==> config.mk <==
export PLATFORM = sky130hd
export DESIGN_NAME = gcm_block_scheduler
export DESIGN_NICKNAME = d
export VERILOG_FILES = /design/src/rtl/gcm_pkg.sv /design/src/rtl/gcm_rr_pointer.sv /design/src/rtl/gcm_block_scheduler.sv
export SDC_FILE = /design/constraint.sdc
export NUM_CORES = 1
export LEC_CHECK = 0
export CELL_PAD_IN_SITES_DETAIL_PLACEMENT = 0
export CELL_PAD_IN_SITES_GLOBAL_PLACEMENT = 1
export CORE_MARGIN = 2
export CORE_UTILIZATION = 35
export CTS_CLUSTER_DIAMETER = 60
export DETAILED_ROUTE_END_ITERATION = 10
export PLACE_DENSITY_LB_ADDON = 0.1
export SETUP_SLACK_MARGIN = 0.3
export SKIP_LAST_GASP = 1
export SYNTH_ARGS = -nofsm -noshare
export SYNTH_HDL_FRONTEND = slang
export SYNTH_SLANG_ARGS = --single-unit
==> constraint.sdc <==
create_clock -name clk -period 7.6 [get_ports clk]
set_input_delay 1.52 -clock clk [delete_from_list [all_inputs] [get_ports clk]]
set_output_delay 1.52 -clock clk [all_outputs]
set_load 0.1 [all_outputs]
==> src/rtl/gcm_pkg.sv <==
// Shared types and constants for the GCM block scheduler.
// The optional stall counter is enabled with GCM_SCHED_STALL_CNT_EN (see gcm_block_scheduler).
package gcm_pkg;

  localparam int          BLOCK_BITS   = 128;
  localparam logic [31:0] CTR_J0_FIRST = 32'd2;

  typedef enum logic [2:0] {
    PH_IDLE  = 3'b100,
    PH_AAD   = 3'b010,
    PH_FIRST = 3'b000,
    PH_TEXT  = 3'b001,
    PH_LAST  = 3'b011,
    PH_SOLE  = 3'b111
  } phase_t;

  typedef enum logic [1:0] {
    IDLE  = 2'd0,
    ISSUE = 2'd1,
    DONE  = 2'd2
  } sched_state_t;

  typedef struct packed {
    logic [31:0] ctr32;
    phase_t      phase;
  } blk_info_t;

  // Counter word and phase tag for block idx; AAD blocks come first and carry ctr32 = 0.
  function automatic blk_info_t block_info(input logic [31:0] idx,
                                           input logic [31:0] aad_blk,
                                           input logic [31:0] txt_blk);
    blk_info_t   r;
    logic [31:0] k;
    k       = idx - aad_blk;
    r.ctr32 = '0;
    r.phase = PH_AAD;
    if (idx >= aad_blk) begin
      r.ctr32 = CTR_J0_FIRST + k;
      if (txt_blk == 32'd1)                r.phase = PH_SOLE;
      else if (k == 32'd0)                 r.phase = PH_FIRST;
      else if (k == txt_blk - 32'd1)       r.phase = PH_LAST;
      else                                 r.phase = PH_TEXT;
    end
    return r;
  endfunction

endpackage

==> src/rtl/gcm_rr_pointer.sv <==
// Modulo-N round-robin pointer; restarts at 0 on clear, steps once per accepted handshake.
// No configuration macros apply to this file.
module gcm_rr_pointer #(
  parameter int N     = 2,
  parameter int PTR_W = (N > 1) ? $clog2(N) : 1
) (
  input  logic             clk,
  input  logic             rst_n,
  input  logic             clear,
  input  logic             advance,
  output logic [PTR_W-1:0] ptr
);

  always_ff @(posedge clk) begin
    if (!rst_n)       ptr <= '0;
    else if (clear)   ptr <= '0;
    else if (advance) ptr <= (ptr == PTR_W'(N - 1)) ? '0 : ptr + PTR_W'(1);
  end

endmodule

==> src/rtl/gcm_block_scheduler.sv <==
// Splits one GCM instance into 128-bit work items and deals them round-robin to AES workers.
// Define GCM_SCHED_STALL_CNT_EN to add o_stall_cnt (ISSUE cycles spent waiting on a worker).
module gcm_block_scheduler
  import gcm_pkg::*;
#(
  parameter int NUM_WORKERS = 2,
  parameter int MAX_BLOCKS  = 100000,
  parameter int IDX_W       = 17
) (
  input  logic                   clk,
  input  logic                   rst_n,
  input  logic                   i_start,
  input  logic [63:0]            i_aad_bits,
  input  logic [63:0]            i_text_bits,
  input  logic [95:0]            i_iv,
  input  logic [NUM_WORKERS-1:0] i_wrk_ready,
  output logic [NUM_WORKERS-1:0] o_wrk_valid,
  output logic [127:0]           o_counter,
  output logic [IDX_W-1:0]       o_block_idx,
  output logic [2:0]             o_phase,
  output logic                   o_busy,
  output logic                   o_done,
  output logic                   o_err,
  output sched_state_t           dbg_state
`ifdef GCM_SCHED_STALL_CNT_EN
  ,
  output logic [31:0]            o_stall_cnt
`endif
);

  localparam int PTR_W = (NUM_WORKERS > 1) ? $clog2(NUM_WORKERS) : 1;

  sched_state_t     state, state_nxt;
  logic [95:0]      iv_q;
  logic [IDX_W-1:0] aad_blk_q, txt_blk_q, last_idx_q, idx_q;
  logic [31:0]      ctr_q;
  phase_t           phase_q;
  logic             err_q;
  logic [PTR_W-1:0] rr;
  logic [57:0]      aad_blk_in, txt_blk_in;
  logic [58:0]      total_in;
  logic             start_seen, too_big, start_acc, start_err, valid, hs, last;
  blk_info_t        first_info, next_info;

  assign aad_blk_in = 58'(({1'b0, i_aad_bits} + 65'd127) >> 7);
  assign txt_blk_in = 58'(({1'b0, i_text_bits} + 65'd127) >> 7);
  assign total_in   = {1'b0, aad_blk_in} + {1'b0, txt_blk_in};

  assign start_seen = (state == IDLE) && i_start;
  assign too_big    = total_in > 59'(MAX_BLOCKS);
  assign start_acc  = start_seen && !too_big;
  assign start_err  = start_seen && too_big;

  // Handshake: a block transfers on a cycle where valid is high for worker rr and
  // i_wrk_ready[rr] is high; until then every presented field holds steady.
  assign valid = (state == ISSUE);
  assign hs    = valid && i_wrk_ready[rr];
  assign last  = (idx_q == last_idx_q);

  assign first_info = block_info('0, 32'(aad_blk_in), 32'(txt_blk_in));
  assign next_info  = block_info(32'(idx_q) + 32'd1, 32'(aad_blk_q), 32'(txt_blk_q));

  gcm_rr_pointer #(.N(NUM_WORKERS), .PTR_W(PTR_W)) u_rr (
    .clk     (clk),
    .rst_n   (rst_n),
    .clear   (start_acc),
    .advance (hs),
    .ptr     (rr)
  );

  always_ff @(posedge clk) begin
    if (!rst_n) state <= IDLE;
    else        state <= state_nxt;
  end

  always_comb begin
    state_nxt = state;
    case (state)
      IDLE:    if (start_acc) state_nxt = (total_in == '0) ? DONE : ISSUE;
      ISSUE:   if (hs && last) state_nxt = DONE;
      DONE:    state_nxt = IDLE;
      default: state_nxt = IDLE;
    endcase
  end

  always_ff @(posedge clk) begin
    if (!rst_n) begin
      iv_q       <= '0;
      aad_blk_q  <= '0;
      txt_blk_q  <= '0;
      last_idx_q <= '0;
      idx_q      <= '0;
      ctr_q      <= '0;
      phase_q    <= PH_IDLE;
      err_q      <= 1'b0;
    end else begin
      err_q <= start_err;
      if (start_acc) begin
        iv_q       <= i_iv;
        aad_blk_q  <= IDX_W'(aad_blk_in);
        txt_blk_q  <= IDX_W'(txt_blk_in);
        last_idx_q <= IDX_W'(total_in - 59'd1);
        idx_q      <= '0;
        if (total_in != '0) begin
          ctr_q   <= first_info.ctr32;
          phase_q <= first_info.phase;
        end
      end else if (hs) begin
        if (last) begin
          idx_q   <= '0;
          ctr_q   <= '0;
          phase_q <= PH_IDLE;
        end else begin
          idx_q   <= idx_q + IDX_W'(1);
          ctr_q   <= next_info.ctr32;
          phase_q <= next_info.phase;
        end
      end
    end
  end

  always_comb begin
    o_wrk_valid = '0;
    if (valid) o_wrk_valid[rr] = 1'b1;
  end

  assign o_counter   = {iv_q, ctr_q};
  assign o_block_idx = idx_q;
  assign o_phase     = phase_q;
  assign o_busy      = valid;
  assign o_done      = (state == DONE);
  assign o_err       = err_q;
  assign dbg_state   = state;

`ifdef GCM_SCHED_STALL_CNT_EN
  logic [31:0] stall_q;
  always_ff @(posedge clk) begin
    if (!rst_n)                                     stall_q <= '0;
    else if (start_acc)                             stall_q <= '0;
    else if (valid && !i_wrk_ready[rr] && stall_q != '1) stall_q <= stall_q + 32'd1;
  end
  assign o_stall_cnt = stall_q;
`endif

endmodule

==> summary.txt <==
Outcome
  • Status: complete, no violations

STA
  • Clk_skew: 0.01351 ns
  • Peak Freq: 133.9 MHz
  • Worst-Margin Slew: 1.104 ns
  • RSZ-0062 raised after global routing: true
  • Minimum clock period: 7.468 ns
  • Period utilization: 0.9826
  • Endpoints failing hold: 0
  • Fin Setup TNS: 0 ns
  • Final-report max-slew violation count: 0
  • Worst relative slew slack: 0.2615
  • Setup-failing EPs final: 0
  • Hold Worst Slack: 0.4544 ns

Detailed routing
  • Vias: 20056
  • Met2 WL post-DR: 36400 µm
  • WL met3: 2460 µm
  • DRT iter0 DRCs: 1252
  • DRC: 0
  • DR WL/cell: 18.65 µm
  • Met1 wire length: 31470 µm
  • Drt pass-1 iters: 7
  • DRT Wirelength: 71960 µm
  • Vias/cell: 5.197
  • Top layer reached by signal wires: met4
  • DRT antenna net count: 0

Floorplanning
  • IO Count: 384
  • DIE WIDTH: 230.8 µm
  • Initial core utilization: 0.3524
  • Die Y: 230.8 µm
  • Site Rows: 83
  • Core ar.: 0.05109 mm²
  • Die area: 0.05328 mm²

Synthesis
  • Syn_nets: 2655
  • Post-synthesis sequential area ratio: 0.2257
  • Main flop type after synthesis: dfxtp_1
  • Post-synthesis cell count: 2344
  • Post-Synth XOR/XNOR Area: 0.1654
  • Count leader, synth: nor2_1
  • Post-synthesis simple-gate area fraction: 0.2497
  • Post-synth EDFFs: 0
  • Synth area leaders: dfxtp_1 23%, xnor2_1 11%, mux2i_1 8.5%, nor2_1 6.5%, xor2_1 5.6%
  • Warnings, synthesis: 0
  • Post-Syn Area per Cell: 7.682 µm²
  • Post-synthesis compound-gate area fraction: 0.1711
  • Mapped cell area: 0.01801 mm²
  • Mux contribution to synthesized area: 0.08651
  • Register bit total from synthesis: 203
  • Post-synth top area cell: dfxtp_1
  • Number of distinct library cells after synthesis: 92
  • Ys async rst share: 0
  • Yosys top cell area share: 0.2257
  • Main combinational cell family by area after synthesis: simple AND/OR/NAND/NOR gates
  • Post-synthesis adder-cell area fraction: 0.05892
  • Synth cell count leaders: 314 x nor2_1, 217 x xnor2_1, 203 x dfxtp_1

Worst setup path
  • CP endpoint: iv_q[20]
  • CP endpoint kind: flip-flop
  • Crit-path slowest cell: or4_4
  • Max incr delay on CP: 0.56 ns
  • Worst path depth: 37
  • Crit-path leading delay family: simple AND/OR/NAND/NOR gates
  • Worst path required time: 7.96 ns
  • R2R Path End: o_phase[1]
  • Reg-to-Reg Start: o_block_idx[0]
  • Worst R2R Setup Slack: 1.67 ns
  • Startpoint Class: primary input
  • Worst EP arrival: 7.83 ns
  • Critical path origin: i_text_bits[2]
  • Top cell by count, worst path: nand4_1
  • Buf/Inv on CP: 10
  • Worst Setup Path Type: primary input to flip-flop
  • Crit Path Max Fanout: 6
  • Worst R2R Path Depth: 17

Final layout
  • Final Util: 0.5502
  • Non-Filler Instances: 3859
  • Share of layout cells above drive strength 1: 0.2238
  • Fill count: 4878
  • Area grow syn2layout: 56.10%
  • # nets final: 3474
  • Multi-input gate area: 0.01375 mm²
  • Register area: 0.004064 mm²

Global routing
  • Pin count of the biggest net entering global routing: 101
  • Vias in the first global route: 19552
  • Total track usage: 0.2570
  • First-pass GRT wire length: 109500 µm
  • Antenna violations before repair: 2
  • GRT overflow: 0

Placed design
  • Placed insts: 3750
  • RePlAce Congestion: 0.9214
  • DPL Wire Length: 58680 µm
  • IO Port Bufs: 383

Run
  • Max_cap viols: 0

Clock network
  • Num CTS Buffers: 20
  • CTS tree: built
  • Clock slew at reported path FFs: 0.06 ns
  • CTS H-Tree Depth: 1
  • Skew-Pair Late Insertion Delay: 0.52 ns
  • Root buf cell: clkbuf_16
  • Clock tree sinks: 203
  • Clk buf depth: 3

Pwr
  • Pleak: 11.40 nW
  • VDD IR max: 0.1233 mV
  • Pwr dens: 114.1 mW/mm²
  • Total power: 3.207 mW

Min path
  • Hold Path Class: flip-flop to flip-flop
-- cell families (layout without fill, tap and decap cells) --
| family | Yosys count | count (layout) |
|---|---|---|
| multiplexers | 155 | 155 |
| flip-flops | 203 | 203 |
| buffers and inverters | 188 | 1021 |
| AO/OA/AOI/OAI | 463 | 463 |
| AND/OR/NAND/NOR | 915 | 915 |
| adder cells (fa/ha/maj) | 84 | 84 |
| XOR/XNOR | 336 | 336 |
| other | 0 | 2 |
-- report_power, final --
part	total (mW)	internal [mW]	switching, mW
sequential	1.06	1.06	0.0000616
combinational	1.01	0.511	0.502
clock	1.13	0.677	0.454
total	3.21	2.25	0.955
-- stage by stage --
step	area, µm²	setup slack (ns)
after CTS	27510	0.1709
final	28110	0.1322
after global routing	28110	-0.1879
after global placement	25770	-1.380
after detailed placement	25770	-1.429
after floorplan	18200	0.03966
-- worst register-to-register path, stage by stage, from the launching register on --
cell       delay [ns]
dfxtp_1          0.59
ha_1             0.27
nand3_1          0.12
nor2_1           0.21
xor2_1           0.27
ha_1             0.38
and4_1           0.24
a221oi_1         0.64
o21ai_0          0.25
xnor2_1          0.60
xnor2_1          0.16
nor4_1           0.31
nand3_1          0.13
a2111oi_0        0.41
nand4b_1         0.16
a2111oi_0        0.81
o21ai_1          0.12
a31oi_1          0.18
-- layout by cell type (no fill, tap or decap), types with 16 or more instances in the layout --
master,n
inv_1,81
and4_1,16
nor3_1,43
clkdlybuf4s50_1,347
nand4_1,57
buf_6,34
or3_1,21
clkbuf_16,26
buf_12,19
o21a_1,23
and2_1,17
dfxtp_1,203
xnor2_1,214
ha_1,78
nand2_1,178
o21ai_0,63
mux2i_1,146
nor2_1,307
a21oi_2,21
xor2_1,114
a21o_1,40
buf_4,457
a21oi_1,116
o211ai_1,17
nand3_1,84
nor4_1,29
and3_1,40
-- metal layers --
| metal | global-route usage | vias to the layer above |
|---|---|---|
| li1 | - | 10009 |
| met1 | 0.3209 | 9532 |
| met2 | 0.4764 | 432 |
| met3 | 0.01593 | 83 |
| met4 | 0.06532 | 0 |
| met5 | 0 | - |
-- cell type report --
| type | instances | area share |
|---|---|---|
| antenna | 2 | 0.0001780 |
| clock buffer | 22 | 0.01878 |
| clock inverter | 14 | 0.007656 |
| inverter | 83 | 0.01117 |
| multi-input combinational | 1953 | 0.4892 |
| sequential | 203 | 0.1446 |
| tap | 680 | 0.03027 |
| timing repair buffer | 902 | 0.2982 |
-- flip-flops by register name, indices dropped and copies added, names as in the netlist, 2 cells and up --
| signal | cells |
|---|---|
| aad_blk_q | 17 |
| ctr_q | 32 |
| dbg_state | 2 |
| iv_q | 96 |
| last_idx_q | 17 |
| o_block_idx | 17 |
| o_phase | 3 |
| txt_blk_q | 17 |
-- timing repair --
item	CTS	global route
pin swaps	41	24
buffers inserted	38	18
setup endpoints to repair	203	203
hold buffers	0	0
cloned	9	6
resized for setup	212	78
-- how the worst min path moves through the flow --
stage	start	end	slack (ns)	cells after the start
2_1_floorplan	aad_blk_q[0]	aad_blk_q[0]	0.46	2
3_3_place_gp	ctr_q[6]	ctr_q[6]	0.44	2
3_5_place_dp	ctr_q[4]	ctr_q[4]	0.46	2
4_1_cts	ctr_q[4]	ctr_q[4]	0.47	2
5_1_grt	ctr_q[16]	ctr_q[16]	0.48	2
6_report	ctr_q[8]	ctr_q[8]	0.45	2
Power figures use the tool's default switching activity.
